$ cat src/rtl/rgb_fade_converter_pkg.sv
`default_nettype none
// ============================================================================
//  Module   : rgb_pkg
//  Brief    : Colour codes, fade FSM encoding and code->RGB palette helper.
//  Revision : 1.0  initial release
// ============================================================================
package rgb_pkg;

    typedef enum logic [2:0] {
        BLACK   = 3'd0,
        BLUE    = 3'd1,
        GREEN   = 3'd2,
        CYAN    = 3'd3,
        RED     = 3'd4,
        MAGENTA = 3'd5,
        YELLOW  = 3'd6,
        WHITE   = 3'd7
    } colour_e;

    typedef enum logic [0:0] {
        IDLE = 1'b0,
        FADE = 1'b1
    } state_e;

    // One flag per channel: set means that channel is driven to full scale.
    typedef struct packed {
        logic r;
        logic g;
        logic b;
    } rgb_sel_t;

    function automatic rgb_sel_t palette(input colour_e code);
        rgb_sel_t sel;
        sel.r = code[2];
        sel.g = code[1];
        sel.b = code[0];
        return sel;
    endfunction

endpackage
`default_nettype wire

$ cat src/rtl/rgb_fade_converter_if.sv
`default_nettype none
// ============================================================================
//  Module   : rgb_fade_converter_if
//  Brief    : Colour request in, faded RGB word and status out.
//  Revision : 1.0  initial release
// ============================================================================
interface rgb_fade_converter_if #(
    parameter int CH_W = 8
) ();

    logic              enable;
    logic [2:0]        colour;
    logic [3*CH_W-1:0] rgb;
    logic              busy;
    logic              done;

    modport master (
        output enable,
        output colour,
        input  rgb,
        input  busy,
        input  done
    );

    modport slave (
        input  enable,
        input  colour,
        output rgb,
        output busy,
        output done
    );

endinterface
`default_nettype wire

$ cat src/rtl/rgb_fade_converter_ramp.sv
`default_nettype none
// ============================================================================
//  Module   : rgb_channel_ramp
//  Brief    : One colour channel stepping toward its target by at most STEP.
//  Revision : 1.0  initial release
// ============================================================================
module rgb_channel_ramp #(
    parameter int CH_W = 8,
    parameter int STEP = 16
) (
    input  wire logic            clk,
    input  wire logic            rst_n,
    input  wire logic            step_en,
    input  wire logic [CH_W-1:0] target,
    output logic      [CH_W-1:0] ch,
    output logic                 at_target
);

    localparam logic [CH_W-1:0] STEP_C = CH_W'(STEP);

    logic [CH_W-1:0] ch_q;
    logic [CH_W-1:0] ch_d;
    logic [CH_W:0]   diff;
    logic            up;
    logic [CH_W-1:0] mag;
    logic [CH_W-1:0] delta;
    logic [CH_W-1:0] ch_next;

    // Step is clamped to the remaining distance, so the ramp lands exactly.
    always_comb begin
        diff    = {1'b0, target} - {1'b0, ch_q};
        up      = ~diff[CH_W];
        mag     = up ? diff[CH_W-1:0] : (ch_q - target);
        delta   = (mag > STEP_C) ? STEP_C : mag;
        ch_next = up ? (ch_q + delta) : (ch_q - delta);
        ch_d    = step_en ? ch_next : ch_q;
    end

    always_ff @(posedge clk or negedge rst_n) begin
        if (!rst_n) begin
            ch_q <= '0;
        end else begin
            ch_q <= ch_d;
        end
    end

    assign ch        = ch_q;
    // High when the channel will sit on its target once this step is taken.
    assign at_target = (ch_next == target);

endmodule
`default_nettype wire

$ cat src/rtl/rgb_fade_converter.sv
`default_nettype none
// ============================================================================
//  Module   : rgb_fade_converter
//  Brief    : Colour code to RGB word, fading toward each new colour in steps.
//  Revision : 1.0  initial release
// ============================================================================
module rgb_fade_converter
    import rgb_pkg::*;
#(
    parameter int CH_W     = 8,
    parameter int STEP     = 16,
    parameter int TICK_DIV = 4
) (
    input  wire logic            clk,
    input  wire logic            rst_n,
    rgb_fade_converter_if.slave  bus
);

    localparam int              TICK_W    = (TICK_DIV > 1) ? $clog2(TICK_DIV) : 1;
    localparam logic [TICK_W-1:0] TICK_LAST = TICK_W'(TICK_DIV - 1);

    state_e              state_q, state_d;
    logic [3*CH_W-1:0]   target_q, target_d;
    logic [TICK_W-1:0]   tick_q, tick_d;
    logic                busy_q, busy_d;
    logic                done_q, done_d;

    rgb_sel_t            sel;
    logic [3*CH_W-1:0]   pal;
    logic [3*CH_W-1:0]   rgb_cur;
    logic [2:0]          hits;
    logic                step;

    always_comb begin
        sel = palette(colour_e'(bus.colour));
        pal = {{CH_W{sel.r}}, {CH_W{sel.g}}, {CH_W{sel.b}}};
    end

    // Channel 2 is red (MSBs), channel 0 is blue (LSBs).
    for (genvar c = 0; c < 3; c++) begin : g_ch
        rgb_channel_ramp #(
            .CH_W (CH_W),
            .STEP (STEP)
        ) u_ramp (
            .clk       (clk),
            .rst_n     (rst_n),
            .step_en   (step),
            .target    (target_q[c*CH_W +: CH_W]),
            .ch        (rgb_cur[c*CH_W +: CH_W]),
            .at_target (hits[c])
        );
    end

    always_comb begin
        state_d  = state_q;
        target_d = target_q;
        tick_d   = tick_q;
        busy_d   = busy_q;
        done_d   = 1'b0;
        step     = 1'b0;
        if (bus.enable) begin
            if (pal != target_q) begin
                target_d = pal;
                tick_d   = '0;
                // Retargeting onto the colour already shown ends the fade here.
                if (pal == rgb_cur) begin
                    state_d = IDLE;
                    busy_d  = 1'b0;
                    done_d  = (state_q == FADE);
                end else begin
                    state_d = FADE;
                    busy_d  = 1'b1;
                end
            end else if (state_q == FADE) begin
                if (tick_q == TICK_LAST) begin
                    tick_d = '0;
                    step   = 1'b1;
                    if (&hits) begin
                        state_d = IDLE;
                        busy_d  = 1'b0;
                        done_d  = 1'b1;
                    end
                end else begin
                    tick_d = tick_q + TICK_W'(1);
                end
            end
        end
    end

    always_ff @(posedge clk or negedge rst_n) begin
        if (!rst_n) begin
            state_q  <= IDLE;
            target_q <= '0;
            tick_q   <= '0;
            busy_q   <= 1'b0;
            done_q   <= 1'b0;
        end else begin
            state_q  <= state_d;
            target_q <= target_d;
            tick_q   <= tick_d;
            busy_q   <= busy_d;
            done_q   <= done_d;
        end
    end

    assign bus.rgb  = rgb_cur;
    assign bus.busy = busy_q;
    assign bus.done = done_q;

endmodule
`default_nettype wire

$ cat src/flat_wrapper.sv
// flat-port wrapper written by rule: the top's interface ports become plain ports
module rgb_fade_converter_flat import rgb_pkg::*;
#(
    parameter int CH_W     = 8,
    parameter int STEP     = 16,
    parameter int TICK_DIV = 4
)
  (clk, rst_n, bus_enable, bus_colour, bus_rgb, bus_busy, bus_done);
  rgb_fade_converter_if #(.CH_W(CH_W)) bus_i ();
  input  wire logic clk;
  input  wire logic rst_n;
  input wire logic [$bits(bus_i.enable)-1:0] bus_enable;
  input wire logic [$bits(bus_i.colour)-1:0] bus_colour;
  output wire logic [$bits(bus_i.rgb)-1:0] bus_rgb;
  output wire logic [$bits(bus_i.busy)-1:0] bus_busy;
  output wire logic [$bits(bus_i.done)-1:0] bus_done;
  assign bus_i.enable = bus_enable;
  assign bus_i.colour = bus_colour;
  assign bus_rgb = bus_i.rgb;
  assign bus_busy = bus_i.busy;
  assign bus_done = bus_i.done;
  rgb_fade_converter #(.CH_W(CH_W), .STEP(STEP), .TICK_DIV(TICK_DIV)) u_core (.clk(clk), .rst_n(rst_n), .bus(bus_i));
endmodule
$ cat config.mk
export PLATFORM = sky130hd
export DESIGN_NAME = rgb_fade_converter_flat
export DESIGN_NICKNAME = d
export VERILOG_FILES = /design/src/rtl/rgb_fade_converter_pkg.sv /design/src/rtl/rgb_fade_converter_if.sv /design/src/rtl/rgb_fade_converter_ramp.sv /design/src/rtl/rgb_fade_converter.sv /design/src/flat_wrapper.sv
export SDC_FILE = /design/constraint.sdc
export NUM_CORES = 1
export LEC_CHECK = 0
export CAP_MARGIN = 20
export CORE_MARGIN = 2
export CORE_UTILIZATION = 40
export CTS_BUF_LIST = sky130_fd_sc_hd__clkbuf_2
export DETAILED_ROUTE_END_ITERATION = 12
export GPL_TIMING_DRIVEN = 0
export HOLD_SLACK_MARGIN = 0.15
export PLACE_DENSITY = 0.66
export SLEW_MARGIN = 40
export SYNTH_ARGS = -nofsm -noshare
export SYNTH_HDL_FRONTEND = slang
export SYNTH_SLANG_ARGS = --single-unit
$ cat constraint.sdc
create_clock -name clk -period 6.3 [get_ports clk]
set_clock_uncertainty 0.05 [all_clocks]
set_input_delay 0.63 -clock clk [delete_from_list [all_inputs] [get_ports clk]]
set_output_delay 0.63 -clock clk [all_outputs]
set_load 0.05 [all_outputs]
# Word-level counts from Yosys, hierarchy flattened
# Index checks and enable logic that the tools add are counted.
totals:
  regBits: 46
  inputBits: 6
  output_inout_bits: 26
op_classes:
  add_sub_neg: 13
  n_lt_le_gt_ge: 3
  eq_ne: 6
  muxes: 31
  reduce_logical: 7
ops:
  columns: ["operator", "n"]
  rows:
  - ["8-bit two-way mux", 9]
  - ["8-bit subtractor", 6]
  - ["8-bit by 8-bit subtractor with 9-bit output", 3]
  - ["8-bit adder", 3]
  - ["24-bit equality test", 1]
  - ["8-bit equality test", 3]
  - ["8-bit by 5-bit > comparator with 1-bit output, second input constant", 3]
  - ["24-bit inequality test", 1]
  - ["1-bit two-way mux", 19]
  - ["2-bit two-way mux", 3]
  - ["2-bit nonzero test", 3]
  - ["2-bit AND reduction", 2]
  - ["4-bit AND reduction", 1]
  - ["3-bit AND reduction", 1]
  - ["2-bit by 1-bit adder with 2-bit output, second input constant", 1]
  - ["2-bit equality test, second input constant", 1]

# Depth between registers and ports, before layout
# Gate-level depths: netlist of the first run.
logic_depth:
  ltp_word: 13
  ltp_mapped: 30
  mapped_depth_nobuf: 29

# Modules after synthesis
# A second synthesis of the first run with hierarchy kept.
hier_totals:
  hier_cells: 721
  hier_area_um2: 5843.1
modules_own_cells:
  columns: ["module", "n_inst", "cells_per_inst", "area_each_um2", "seq_area_each_um2"]
  rows:
  - ["rgb_channel_ramp (u_core.g_ch[1].u_ramp ...)", 2, 228, 1825.5, 200.2]
  - ["rgb_channel_ramp (u_core.g_ch[0].u_ramp)", 1, 206, 1669.1, 200.2]
  - ["rgb_fade_converter", 1, 59, 523.0, 200.2]

# Worst setup path after synthesis of the first run
# OpenSTA, ideal clock, no wires.
synth_timing:
  path_type: "register to register"
  start: "register u_core.target_q[15]"
  end: "register u_core.state_q"
  setup_ns: 0.124
  t_arrival_ns: 6.054
  slack_ns: 0.073
  path_stages_with_launch: 30
  n_path_buf: 2
  period_less_slack_ns: 6.227
  path_cell_list: "dfrtp_1 -> clkbuf_1 -> inv_1 -> ha_1 -> inv_1 -> fa_1 -> nand3_1 -> a211o_1 -> and2_1 -> buf_6 -> mux2i_1 -> or4_1 -> a311o_1 -> or2_2 -> ha_1 -> nand2_1 -> o21ai_0 -> inv_1 -> ha_1 -> nor2b_1 -> o21ai_0 -> nand2b_1 -> a21o_1 -> a21oi_1 -> xnor2_1 -> or3_1 -> a221o_1 -> nor3b_1 -> o221a_1 -> o21ai_1"
synth_via:
  elab_chain_cells: 12
  word_cells_on_any_way: 15
  cone_classes: "4 x add/sub; 1 x order compare; 2 x eq/ne; 7 x mux; 1 x reduce/logical"
synth_rtl:
  columns: ["item", "line", "rtl"]
  rows:
  - ["from (decl)", "rgb_fade_converter.sv:23", "logic [3*CH_W-1:0] target_q, target_d;"]
  - ["from (signal assigned)", "rgb_fade_converter.sv:99", "target_q <= target_d;"]
  - ["8-bit by 8-bit subtractor with 9-bit output or 8-bit subtractor (tied branches)", "rgb_fade_converter_ramp.sv:31, rgb_fade_converter_ramp.sv:33", null]
  - ["8-bit two-way mux", "rgb_fade_converter_ramp.sv:33", "mag = up ? diff[CH_W-1:0] : (ch_q - target);"]
  - ["8-bit by 5-bit > comparator with 1-bit output", "rgb_fade_converter_ramp.sv:34", "delta = (mag > STEP_C) ? STEP_C : mag;"]
  - ["8-bit two-way mux", "rgb_fade_converter_ramp.sv:34", null]
  - ["8-bit adder or 8-bit subtractor (tied branches)", "rgb_fade_converter_ramp.sv:35", "ch_next = up ? (ch_q + delta) : (ch_q - delta);"]
  - ["8-bit two-way mux", "rgb_fade_converter_ramp.sv:35", null]
  - ["8-bit equality test", "rgb_fade_converter_ramp.sv:49", "assign at_target = (ch_next == target);"]
  - ["3-bit AND reduction", "rgb_fade_converter.sv:78", "if (&hits) begin"]
  - ["1-bit two-way mux", "rgb_fade_converter.sv:78", null]
  - ["1-bit two-way mux", "rgb_fade_converter.sv:75", "if (tick_q == TICK_LAST) begin"]
  - ["1-bit two-way mux", "rgb_fade_converter.sv:74", "end else if (state_q == FADE) begin"]
  - ["1-bit two-way mux *", "rgb_fade_converter.sv:62", "if (pal != target_q) begin"]
  - ["to (signal assigned)", "rgb_fade_converter.sv:98", "state_q <= state_d;"]
  - ["to (decl)", "rgb_fade_converter.sv:22", "state_e state_q, state_d;"]
# Mark *: on every way between the ends. The rest lies on a longest branch, timed or not.
# A chain may end at the register's enable or synchronous reset.

# Worst setup path after layout of the first run
layout_timing:
  start: "register u_core.target_q[16] (netlist name)"
  end: "register u_core.state_q"
layout_via:
  elab_chain_cells: 12
  word_cells_on_any_way: 15
  cone_classes: "4 x add/sub; 1 x order compare; 2 x eq/ne; 7 x mux; 1 x reduce/logical"
layout_rtl:
  columns: ["item", "line"]
  rows:
  - ["8-bit by 8-bit subtractor with 9-bit output or 8-bit subtractor (tied branches)", "rgb_fade_converter_ramp.sv:31, rgb_fade_converter_ramp.sv:33"]
  - ["8-bit two-way mux", "rgb_fade_converter_ramp.sv:33"]
  - ["8-bit by 5-bit > comparator with 1-bit output", "rgb_fade_converter_ramp.sv:34"]
  - ["8-bit two-way mux", "rgb_fade_converter_ramp.sv:34"]
  - ["8-bit adder or 8-bit subtractor (tied branches)", "rgb_fade_converter_ramp.sv:35"]
  - ["8-bit two-way mux", "rgb_fade_converter_ramp.sv:35"]
  - ["8-bit equality test", "rgb_fade_converter_ramp.sv:49"]
  - ["3-bit AND reduction", "rgb_fade_converter.sv:78"]
  - ["1-bit two-way mux", "rgb_fade_converter.sv:78"]
  - ["1-bit two-way mux", "rgb_fade_converter.sv:75"]
  - ["1-bit two-way mux", "rgb_fade_converter.sv:74"]
  - ["1-bit two-way mux *", "rgb_fade_converter.sv:62"]
# Marked as above.

==> results of run 1 <==
## power by group through the flow
stage | registers [uW] | logic, uW | clock network (uW)
floorplan | 229 | 370 | 0
global placement | 225 | 462 | 0
detailed placement | 226 | 476 | 0
CTS | 216 | 505 | 98.0
global route | 217 | 609 | 110
finish | 216 | 549 | 95.1
## final timing paths
check	cells after the start	endpoint	slack (ns)	from
setup reg to reg	26	u_core.state_q	0.31	u_core.target_q[16]
setup / recovery	26	u_core.state_q	0.31	u_core.target_q[16]
min in group asynchronous	2	u_core.tick_q[0]	0.56	rst_n
max in group asynchronous	3	u_core.g_ch[0].u_ramp.ch[0]	5.22	rst_n
hold reg to reg	1	u_core.tick_q[1]	0.48	u_core.tick_q[1]
hold / removal	1	u_core.tick_q[1]	0.48	u_core.tick_q[1]
## cell usage in the layout, fill, tap and decap left out, types with 5 or more instances in the layout
cell type	netlist	layout
a211oi_1	7	6
a21o_1	19	18
a21oi_1	39	34
a21oi_2	2	7
buf_4	1	24
clkbuf_1	10	7
clkbuf_2	0	6
clkdlybuf4s50_1	0	29
dfrtp_1	32	24
dfrtp_2	0	8
fa_1	9	7
ha_1	74	71
inv_1	49	46
mux2_2	13	13
mux2i_1	8	6
nand2_1	70	69
nand2b_1	7	7
nand3_1	11	10
nand4_1	8	8
nor2_1	34	32
nor2b_1	19	18
nor3_1	10	9
nor4_1	8	8
o21a_1	14	14
o21ai_0	60	48
o21ai_1	2	9
o21ai_2	0	5
o22ai_1	5	5
or2_2	5	5
or3_1	10	9
xnor2_1	27	25
xor2_1	16	15
## flip-flops by register name (all words and copies together), names as in the netlist
signal / flops
u_core.target_q: 3
u_core.state_q: 1
u_core.bus.done: 1
u_core.tick_q: 2
u_core.bus.busy: 1
u_core.g_ch.u_ramp.ch: 24
## kinds of logic (layout without fill, tap and decap cells)
logic type | count (synthesis) | after routing | share of synthesized area
buffers and inverters | 64 | 124 | 0.05118
AOI/OAI and AO/OA | 188 | 188 | 0.2426
muxes | 22 | 22 | 0.04767
xor gates and xnor gates | 43 | 43 | 0.07551
adders and majority gates | 83 | 83 | 0.2218
and+or+nand+nor | 202 | 202 | 0.2007
DFF | 32 | 32 | 0.1606
## timing repair
item | 4_1_cts | 5_1_grt
hold buffers | 1 | 0
endpoints found under the hold margin | 7 | 0
setup endpoints to repair | 5 | 4
buffers inserted | 12 | 11
pin swaps | 2 | 14
resized for setup | 21 | 45
## per-layer routing
layer	GRT usage	part of all wire
met5	0	0
met4	0.05397	0.019
met3	0.02824	0.034
met2	0.3446	0.48
met1	0.2743	0.46
## area by class of cell
type / count / area [um^2]
inverters: 49 / 196.4
well taps: 168 / 210.2
clock buffers: 6 / 30.03
clock inverters: 1 / 5.005
multi-input cells: 538 / 4084
plain buffers: 13 / 73.82
repair buffers: 55 / 498.0
flip-flops and latches: 32 / 810.8
fillers: 1229 / 6203
## metrics by stage
stage	hold slack [ns]	utilization	setup TNS, ns
final	0.4827	0.4878	0
after global routing	0.5058	0.4878	-0.1100
after CTS	0.4836	0.4706	0
after detailed placement	0.4460	0.4552	-2.439
after global placement	0.4376	0.4539	-2.113
after floorplan	0.2844	-	0
==> flow_summary.rst, run 1 <==
.. list-table::
   :header-rows: 1

   * - Metric
     - Value
   * - Net Switching
     - about 400 uW
   * - Via count of the routed design
     - 4,840
   * - Instance area at placement
     - 5513 um^2
   * - Synthesized area divided by synthesized cell count
     - roughly 7.9 um^2
   * - Buf+Inv Stages, Crit Path
     - 3
   * - Inst Count DP
     - around 830
   * - Dominant cells by area after synthesis
     - ha_1 (19%), dfrtp_1 (16%), o21ai_0 (6.0%)
   * - Share of final-layout standard cells stronger than drive strength 1
     - 0.1527
   * - Outcome
     - complete, no violations
   * - Routed wirelength normalized by instance count
     - roughly 16 um
   * - Wire length of the first global-routing pass
     - 22,160 um
   * - Count of cell types in the netlist
     - 61
   * - Slew @ Worst Pin
     - 0.6445 ns
   * - Dominant cell type by area after synthesis
     - ha_1
   * - Number of pins exceeding their max-slew limit in the final report
     - 0
   * - F_max
     - 166.8 MHz
   * - Power Density
     - 145.5 nW/um^2
   * - Vertical die dimension
     - roughly 120 um
   * - Relative contribution of combinational cells to total power
     - 0.638
   * - Slowest cell on crit path
     - dfrtp_2
   * - Buffer levels on the longest clock path
     - 2
   * - HPWL after DPL
     - approximately 10,000 um
   * - Pin count of the biggest net entering global routing
     - 26
   * - Place WS
     - -0.8066 ns
   * - Sequential-to-total area share from yosys stat
     - 0.1606
   * - Worst Slack Setup Final
     - roughly 0.31 ns
   * - Signal arrival time at the worst endpoint
     - between 6 and 7 ns
   * - Sink count of the clock tree
     - 32
   * - Clock share of power
     - 0.111
   * - Crit path required time
     - 6.52 ns
   * - HP Class
     - reg2reg
   * - Instance count of the mapped netlist
     - ~630
   * - Detailed-router iteration count before antenna repair
     - 4
   * - Post-route cell area
     - 5908 um^2
   * - Via/cell ratio
     - 5.615
   * - Post-layout nets
     - 783
   * - Capturing element type of the critical path
     - register
   * - Delay-heaviest family, CP
     - compound AO/OA/AOI/OAI gates
   * - Count of nets left with antenna violations after detail routing
     - 0
   * - Area of the mapped netlist
     - ~5000 um^2
   * - Share of total power consumed by net switching
     - 0.4542
   * - Last weighted congestion value of the routability-driven placer
     - 0.9191
   * - Final hold violation count
     - 0
   * - Buffer cell driving the clock tree root
     - clkbuf_2
   * - Initial Util
     - 0.4118
   * - Fraction of registers with async set/reset
     - 1.000
   * - Final Setup Violations
     - 0
   * - Number of nets in the synthesized netlist
     - 723
   * - Number of antenna violations at the first check in global routing
     - 0
   * - Routed Wire Length
     - 13,480 um
   * - Worst Setup Start Kind
     - register
   * - Static leakage
     - 0.002557 uW
   * - Commonest cells in the netlist
     - ha_1 (74), nand2_1 (70), o21ai_0 (60)
   * - Final total power
     - 859.6 uW
   * - Library cell with the highest instance count after synthesis
     - ha_1
   * - Cts bufs inserted
     - 5
   * - Yosys reg bits
     - 32
   * - Num ports
     - 32
   * - Relative slew slack
     - 0.5664
   * - Die width
     - 115.7 um
   * - Number of H-tree branching levels
     - 2
   * - Clock latency at the later pin of the worst-skew pair
     - 0.38 ns
   * - Max cap viols
     - 0
   * - Number of remaining DRC errors
     - 0
   * - Final Cycle Share
     - 0.9515
   * - Maximum cell stage delay along the critical path
     - ~0.46 ns
   * - Worst setup path class
     - reg2reg
   * - Most frequently used flop master after synthesis
     - dfrtp_1
   * - Number of buffers inserted by port buffering
     - 30
   * - Gr ovfl total
     - 0
   * - Peak ir drop on the vdd network
     - 0.05711 mV
   * - Area enclosed by the die boundary
     - approximately 13,000 um^2
   * - Row cnt
     - 40
   * - Antenna Cells
     - 0
   * - Synth Warn #
     - 0
   * - Clock period minus worst slack
     - 5.994 ns
   * - Core area
     - 12,110 um^2
   * - EDFF count, synth
     - 0
   * - Yosys top cell area share
     - 0.1856
   * - First-iteration detailed-routing DRC count
     - between 200 and 300
   * - Total routing usage reported by global routing
     - 0.2037
   * - Clock tree from TritonCTS
     - yes
   * - Sequential Power Share
     - 0.251
   * - Area Growth Syn to Fin
     - 18.46%
   * - Post-route non-filler standard cell count
     - 862
   * - Critical path fanouts, max
     - 5
   * - Int Power
     - roughly 470 uW
   * - CTS clock-pin slew for the worst setup and hold paths
     - 0.16 ns
   * - Via count of the first global-routing pass
     - ~4,600
Power figures use the tool's default switching activity.
==> run 2: changes to the inputs <==
- CTS_BUF_LIST: sky130_fd_sc_hd__clkbuf_2 -> sky130_fd_sc_hd__clkbuf_8 sky130_fd_sc_hd__clkbuf_16
- MAX_ROUTING_LAYER: not set -> met4
- SKIP_LAST_GASP: not set -> 1
==> run 2 against run 1 <==
Compared with the run above: global-route usage grew 0.86 points; register-to-register slack got worse by 0.06 ns; total power grew 15%; die area unchanged; sequential cell count is the same; count of clock-buffer cells in the layout down 1; clock power is 130% higher; sequential power about the same; final cell count is 0.12% lower; largest cell class unchanged.
==> flow_summary.rst, run 2 (synthesis results as in run 1) <==
.. list-table::
   :header-rows: 1

   * - Metric
     - Value
   * - Count of nets left with antenna violations after detail routing
     - 0
   * - Number of H-tree branching levels
     - 2
   * - Reg2reg end
     - u_core.state_q
   * - Relative slew slack
     - 0.6226
   * - Buffer levels on the longest clock path
     - 2
   * - Buffer cell driving the clock tree root
     - clkbuf_16
   * - Area enclosed by the die boundary
     - 13,380 um^2
   * - Outcome
     - complete, no violations
   * - Static leakage
     - 0.002602 uW
   * - GR Util met3
     - 0.02667
   * - Area Growth Syn to Fin
     - 20.32%
   * - Critical path fanouts, max
     - 10
   * - Cts bufs inserted
     - 5
   * - Global-route track usage on met2
     - 0.3653
   * - Via/cell ratio
     - 5.649
   * - Routed Wire Length
     - between 10,000 and 15,000 um
   * - Int Power
     - 584.2 uW
   * - Total routing usage reported by global routing
     - 0.2123
   * - Number of remaining DRC errors
     - 0
   * - Via count of the routed design
     - 4,864
   * - First-iteration detailed-routing DRC count
     - approximately 280
   * - Number of buffers inserted by port buffering
     - 30
   * - Reg-to-reg startpoint
     - u_core.target_q[15]
   * - Num ports
     - 32
   * - Pin count of the biggest net entering global routing
     - 26
   * - Power Density
     - about 170 nW/um^2
   * - Via count of the first global-routing pass
     - 4,695
   * - Initial Util
     - 0.4118
   * - Final Cycle Share
     - 0.9605
   * - Worst Setup Start Kind
     - register
   * - Total negative slack for setup checks
     - 0 ns
   * - HP Class
     - in2async
   * - Final Setup Violations
     - 0
   * - Slew @ Worst Pin
     - ~0.57 ns
   * - Register-to-register path setup slack
     - approximately 0.25 ns
   * - Share of final-layout standard cells stronger than drive strength 1
     - 0.1474
   * - Peak ir drop on the vdd network
     - 0.09629 mV
   * - Relative contribution of combinational cells to total power
     - 0.556
   * - Sink count of the clock tree
     - 32
   * - CTS clock-pin slew for the worst setup and hold paths
     - 0.05 ns
   * - Gr ovfl total
     - 0
   * - Number of hold buffers added after cts
     - 0
   * - Final hold violation count
     - 0
   * - Net Switching
     - 407.4 uW
   * - Worst setup path class
     - reg2reg
   * - Utilization after layout
     - 0.4955
   * - Signal arrival time at the worst endpoint
     - 6.15 ns
   * - Filler cell count
     - 1,201
   * - Number of antenna violations at the first check in global routing
     - 1
   * - Flip-flop count of the largest register after layout
     - 24
   * - Clock period minus worst slack
     - approximately 6.1 ns
   * - Row cnt
     - 40
   * - Clock tree from TritonCTS
     - yes
   * - Global routing met1 resource utilization
     - 0.2702
   * - Depth of the most critical reg-to-reg path
     - 27
   * - Max cap viols
     - 0
   * - Wire length of the first global-routing pass
     - 22,540 um
   * - Clock share of power
     - 0.225
   * - Sequential Power Share
     - 0.219
   * - Layer with the highest usage after global routing
     - met2
   * - Die width
     - 115.7 um
   * - F_max
     - 165.3 MHz
   * - Most frequent standard cell in the layout excluding fill and tap cells
     - ha_1
   * - Routed wirelength normalized by instance count
     - 15.96 um
   * - Core area
     - 12,110 um^2
   * - Number of pins exceeding their max-slew limit in the final report
     - 0
   * - Clock latency at the later pin of the worst-skew pair
     - 0.27 ns
   * - Vertical die dimension
     - 115.7 um
   * - Share of total power consumed by net switching
     - 0.4109
   * - HPWL after DPL
     - 10,380 um
   * - Highest-count cells in the layout ignoring fill and taps
     - ha_1 (72), nand2_1 (69), o21ai_0 (49)
   * - Detailed-router iteration count before antenna repair
     - 5
   * - Final-layout worst hold slack
     - 0.1517 ns
   * - Capturing element type of the critical path
     - register
   * - Crit path required time
     - 6.40 ns
   * - Last weighted congestion value of the routability-driven placer
     - 0.9181
   * - Post-layout nets
     - 781
==> run 2: worst max-delay path by stage <==
stage / depth (start not counted) / from / end
5_1_grt: 28 / u_core.target_q[7] / u_core.bus.busy
3_3_place_gp: 29 / u_core.target_q[15] / u_core.bus.busy
4_1_cts: 29 / u_core.target_q[15] / u_core.state_q
2_1_floorplan: 29 / u_core.target_q[15] / u_core.state_q
6_report: 27 / u_core.target_q[15] / u_core.state_q
3_5_place_dp: 29 / u_core.target_q[15] / u_core.state_q
==> run 2: power groups by stage <==
| stage | Sequential (uW) | Combinational, uW | Clock (uW) |
|---|---|---|---|
| final | 217 | 551 | 223 |
| after global routing | 217 | 608 | 237 |
| after CTS | 217 | 505 | 227 |
| after detailed placement | 226 | 478 | 0 |
| after global placement | 225 | 462 | 0 |
| after floorplan | 229 | 370 | 0 |
==> run 2: per-stage QoR <==
stage	area, um^2	total power (uW)	setup slack (ns)	std cells
6_report	6001	991.6	0.2489	861
5_1_grt	6001	1063	-0.03049	861
3_3_place_gp	5498	687.1	-0.7141	832
3_5_place_dp	5513	703.5	-0.8500	833
4_1_cts	5771	949.2	0.02148	850
2_1_floorplan	4987	599.2	0.07283	634
==> run 2: final cells by class <==
| cell class | instances | area (um^2) | area share |
|---|---|---|---|
| Sequential cell | 32 | 808.3 | 0.1347 |
| Inverter | 49 | 200.2 | 0.03336 |
| Tap cell | 168 | 210.2 | 0.03503 |
| Multi-Input combinational cell | 538 | 4093 | 0.6820 |
| Clock buffer | 5 | 125.1 | 0.02085 |
| Buffer | 13 | 72.57 | 0.01209 |
| Antenna cell | 1 | 2.502 | 0.0004170 |
| Clock inverter | 2 | 8.758 | 0.001460 |
| Timing Repair Buffer | 53 | 480.5 | 0.08007 |
==> run 2: metal layers <==
metal | vias up | share of wire
li1 | 2401 | -
met1 | 2336 | 0.45
met2 | 106 | 0.50
met3 | 21 | 0.040
met4 | 0 | 0.012
met5 | - | 0
==> run 2: timing repair <==
| action | 4_1_cts | 5_1_grt |
|---|---|---|
| resized for setup | 22 | 44 |
| setup buffers | 10 | 12 |
| setup endpoints to repair | 5 | 4 |
| pin swaps | 2 | 7 |
==> run 2: worst max-delay path, stage by stage (launching register included) <==
cell	delay [ns]
dfrtp_2	0.41
buf_4	0.19
ha_1	0.28
buf_4	0.17
nand3_2	0.12
a211o_1	0.28
and2_1	0.15
buf_6	0.14
mux2i_2	0.17
or4_4	0.50
a311o_1	0.31
or2_2	0.30
ha_1	0.27
nand2_1	0.05
o21ai_2	0.11
inv_1	0.06
ha_1	0.26
nor2b_1	0.13
o21ai_1	0.11
nand2b_1	0.12
a21o_1	0.22
a21oi_2	0.19
xnor2_2	0.10
or3_1	0.35
a221o_1	0.37
nor3b_2	0.17
o221a_1	0.28
o21ai_1	0.09
==> edit, RTL diff (settings of run 2) <==
`CH_W` is set to 8 in 4 places; all go to 6.
--- a/src/rtl/rgb_fade_converter_if.sv
+++ b/src/rtl/rgb_fade_converter_if.sv
@@ -5,7 +5,7 @@
 //  Revision : 1.0  initial release
 // ============================================================================
 interface rgb_fade_converter_if #(
-    parameter int CH_W = 8
+    parameter int CH_W = 6
 ) ();
 
     logic              enable;
--- a/src/rtl/rgb_fade_converter_ramp.sv
+++ b/src/rtl/rgb_fade_converter_ramp.sv
@@ -5,7 +5,7 @@
 //  Revision : 1.0  initial release
 // ============================================================================
 module rgb_channel_ramp #(
-    parameter int CH_W = 8,
+    parameter int CH_W = 6,
     parameter int STEP = 16
 ) (
     input  wire logic            clk,
--- a/src/rtl/rgb_fade_converter.sv
+++ b/src/rtl/rgb_fade_converter.sv
@@ -7,7 +7,7 @@
 module rgb_fade_converter
     import rgb_pkg::*;
 #(
-    parameter int CH_W     = 8,
+    parameter int CH_W     = 6,
     parameter int STEP     = 16,
     parameter int TICK_DIV = 4
 ) (
--- a/src/flat_wrapper.sv
+++ b/src/flat_wrapper.sv
@@ -1,7 +1,7 @@
 // flat-port wrapper written by rule: the top's interface ports become plain ports
 module rgb_fade_converter_flat import rgb_pkg::*;
 #(
-    parameter int CH_W     = 8,
+    parameter int CH_W     = 6,
     parameter int STEP     = 16,
     parameter int TICK_DIV = 4
 )
Interface: changed (resized bus_rgb); port bits go from 32 to 26. No check against the original RTL was run, so the function may have changed too.
==> edit against run 2 <==
First-iteration DRC count fell by 40%. Power fell by 3.4%. Non-clock buffer count fell by 10. Global-route usage fell by 2.5 points. Utilization fell by 0.56 points. Final cell count fell by 26%. Combinational power rose by 16%. Sequential cell count fell by 6. Final area fell by 24%. Routed wire length fell by 32%. Setup slack improved by 48 ps. Synthesized area fell by 22%. Critical path type unchanged. Highest routed layer unchanged.
==> edit: results (changes against run 2) <==
Place
  • Hpwl dp: 7290 microns (-30%)
  • Post-Place Setup Slack: -579 ps (+271 ps)
  • RePlAce Congestion: 0.888 (-3.2%)

Synth
  • Synth Net Count: 530 (-27%)
  • Seq/Total Area, Yosys: 16.8% (+0.73 points)
  • Synth area leaders: dfrtp_1 17%, ha_1 17%, fa_1 4.6%, xor2_1 4.5%, inv_1 4.5%
  • Library cells used by synthesis: 65 (+6.6%)
  • Mean Syn Cell Area: 8.37 sq um (+6.4%)
  • Most frequent cells after synthesis: 52 x ha_1, 46 x inv_1, 39 x nand2_1, 30 x o21ai_0, 26 x dfrtp_1

Clock tree
  • Inserted Clock Buffers: 3 (-2)
  • Worst-path clk slew: 100 ps (+50 ps)
  • CTS root buffer: clkbuf_8
  • H-tree Lvls: 1 (-1)
  • Clk sinks: 26 (-19%)

Detailed routing
  • Total iterations of the first detailed-routing run: 4 (-1)
  • Post-Route M1 WL: 4520 microns (-27%)
  • Met3 wire len: 333 microns (-40%)
  • First DRT Iteration DRCs: 168 (-40%)
  • WL per Instance: 14.6 microns (-8.5%)
  • Via count: 3488 (-28%)

Global routing
  • Largest net degree at the start of global routing: 27 (+3.8%)
  • Initial antenna violation count: 0 (-1)
  • GRT Overall Usage: 18.8% (-2.5 points)
  • First-pass GRT wire length: 15500 microns (-31%)

Layout
  • # diodes: 0 (-1)
  • Share of post-route cells with drive strength above 1: 16.5% (+1.8 points)

Status
  • Status: finished clean

Floorplanning
  • Initial Utilization: 41.5% (+0.36 points)
  • Core ar.: 9330 sq um (-23%)

Worst setup path
  • Crit-path max FO: 7 (-3)
  • Worst R2R Path Depth: 26 (-3.7%)
  • Slowest library cell on the worst path: dfrtp_2
  • FF-to-FF Start: u_core.target_q[11]
  • Critical path's largest stage delay: 450 ps (-50 ps)

Pwr
  • Post-layout total power: 0.957 mW (-3.4%)
  • P_leak: 1.98 nW (-24%)
  • Maximum VDD drop: 116 uV (+20%)
## edit: kinds of logic after synthesis
logic type / count (synthesis) / synth area share (%)
buffers and inverters: 60 / 6.30
muxes: 19 / 5.17
and+or+nand+nor: 141 / 19.1
DFF: 26 / 16.8
adders and majority gates: 61 / 21.4
AOI/OAI and AO/OA: 117 / 21.9
xor gates and xnor gates: 39 / 9.40
## edit: what timing repair did
item,in CTS,in global routing
pin swaps,2,10
buffers inserted,2,16
gates resized for setup,6,21
setup endpoints to repair,3,3
## edit: layer usage
| layer | up-vias | global-route usage (%) |
|---|---|---|
| met5 | - | - |
| met2 | 62 | 30.1 |
| met4 | 0 | 2.56 |
| met1 | 1683 | 26.3 |
| li1 | 1739 | - |
| met3 | 4 | 1.92 |
## edit: how the worst min path moves through the flow
stage / from / to / slack, ps / depth (start not counted)
6_report: rst_n / u_core.tick_q[0] / 290 / 1
5_1_grt: rst_n / u_core.tick_q[0] / 340 / 1
4_1_cts: rst_n / u_core.tick_q[0] / 310 / 1
3_5_place_dp: u_core.tick_q[1] / u_core.tick_q[1] / 450 / 1
3_3_place_gp: u_core.tick_q[1] / u_core.tick_q[1] / 440 / 1
2_1_floorplan: rst_n / u_core.bus.busy / 280 / 0
## edit: layout make-up
class,instances,area (sq um),area share [%]
well taps,129,161,3.53
inverters,46,183,4.00
clock buffers,3,41.3,0.904
repair buffers,43,380,8.32
multi-input cells,377,3050,66.7
flip-flops and latches,26,657,14.4
clock inverters,1,30.0,0.657
plain buffers,13,67.6,1.48
## edit: critical path: cells and delay by family, from the launching register on
kind	cells	cell delay, ps
flops	1	450
mux	2	390
compound gates	8	1940
fa+ha+maj	4	1120
simple gates	6	1070
xor+xnor	2	330
buf+inv	4	570
## edit: power by group through the flow
stage | sequential [mW] | combinational (mW) | clock [mW]
after floorplan | 0.191 | 0.464 | 0
after global placement | 0.186 | 0.565 | 0
after detailed placement | 0.187 | 0.582 | 0
after CTS | 0.184 | 0.589 | 0.138
after global routing | 0.182 | 0.708 | 0.146
final | 0.181 | 0.639 | 0.137
## edit: per-stage QoR
step | setup TNS [ps] | util [%]
after floorplan | 0 | -
after global placement | -1130 | 46.0
after detailed placement | -1590 | 45.9
after CTS | 0 | 46.9
after global routing | -89.3 | 49.0
final | 0 | 49.0
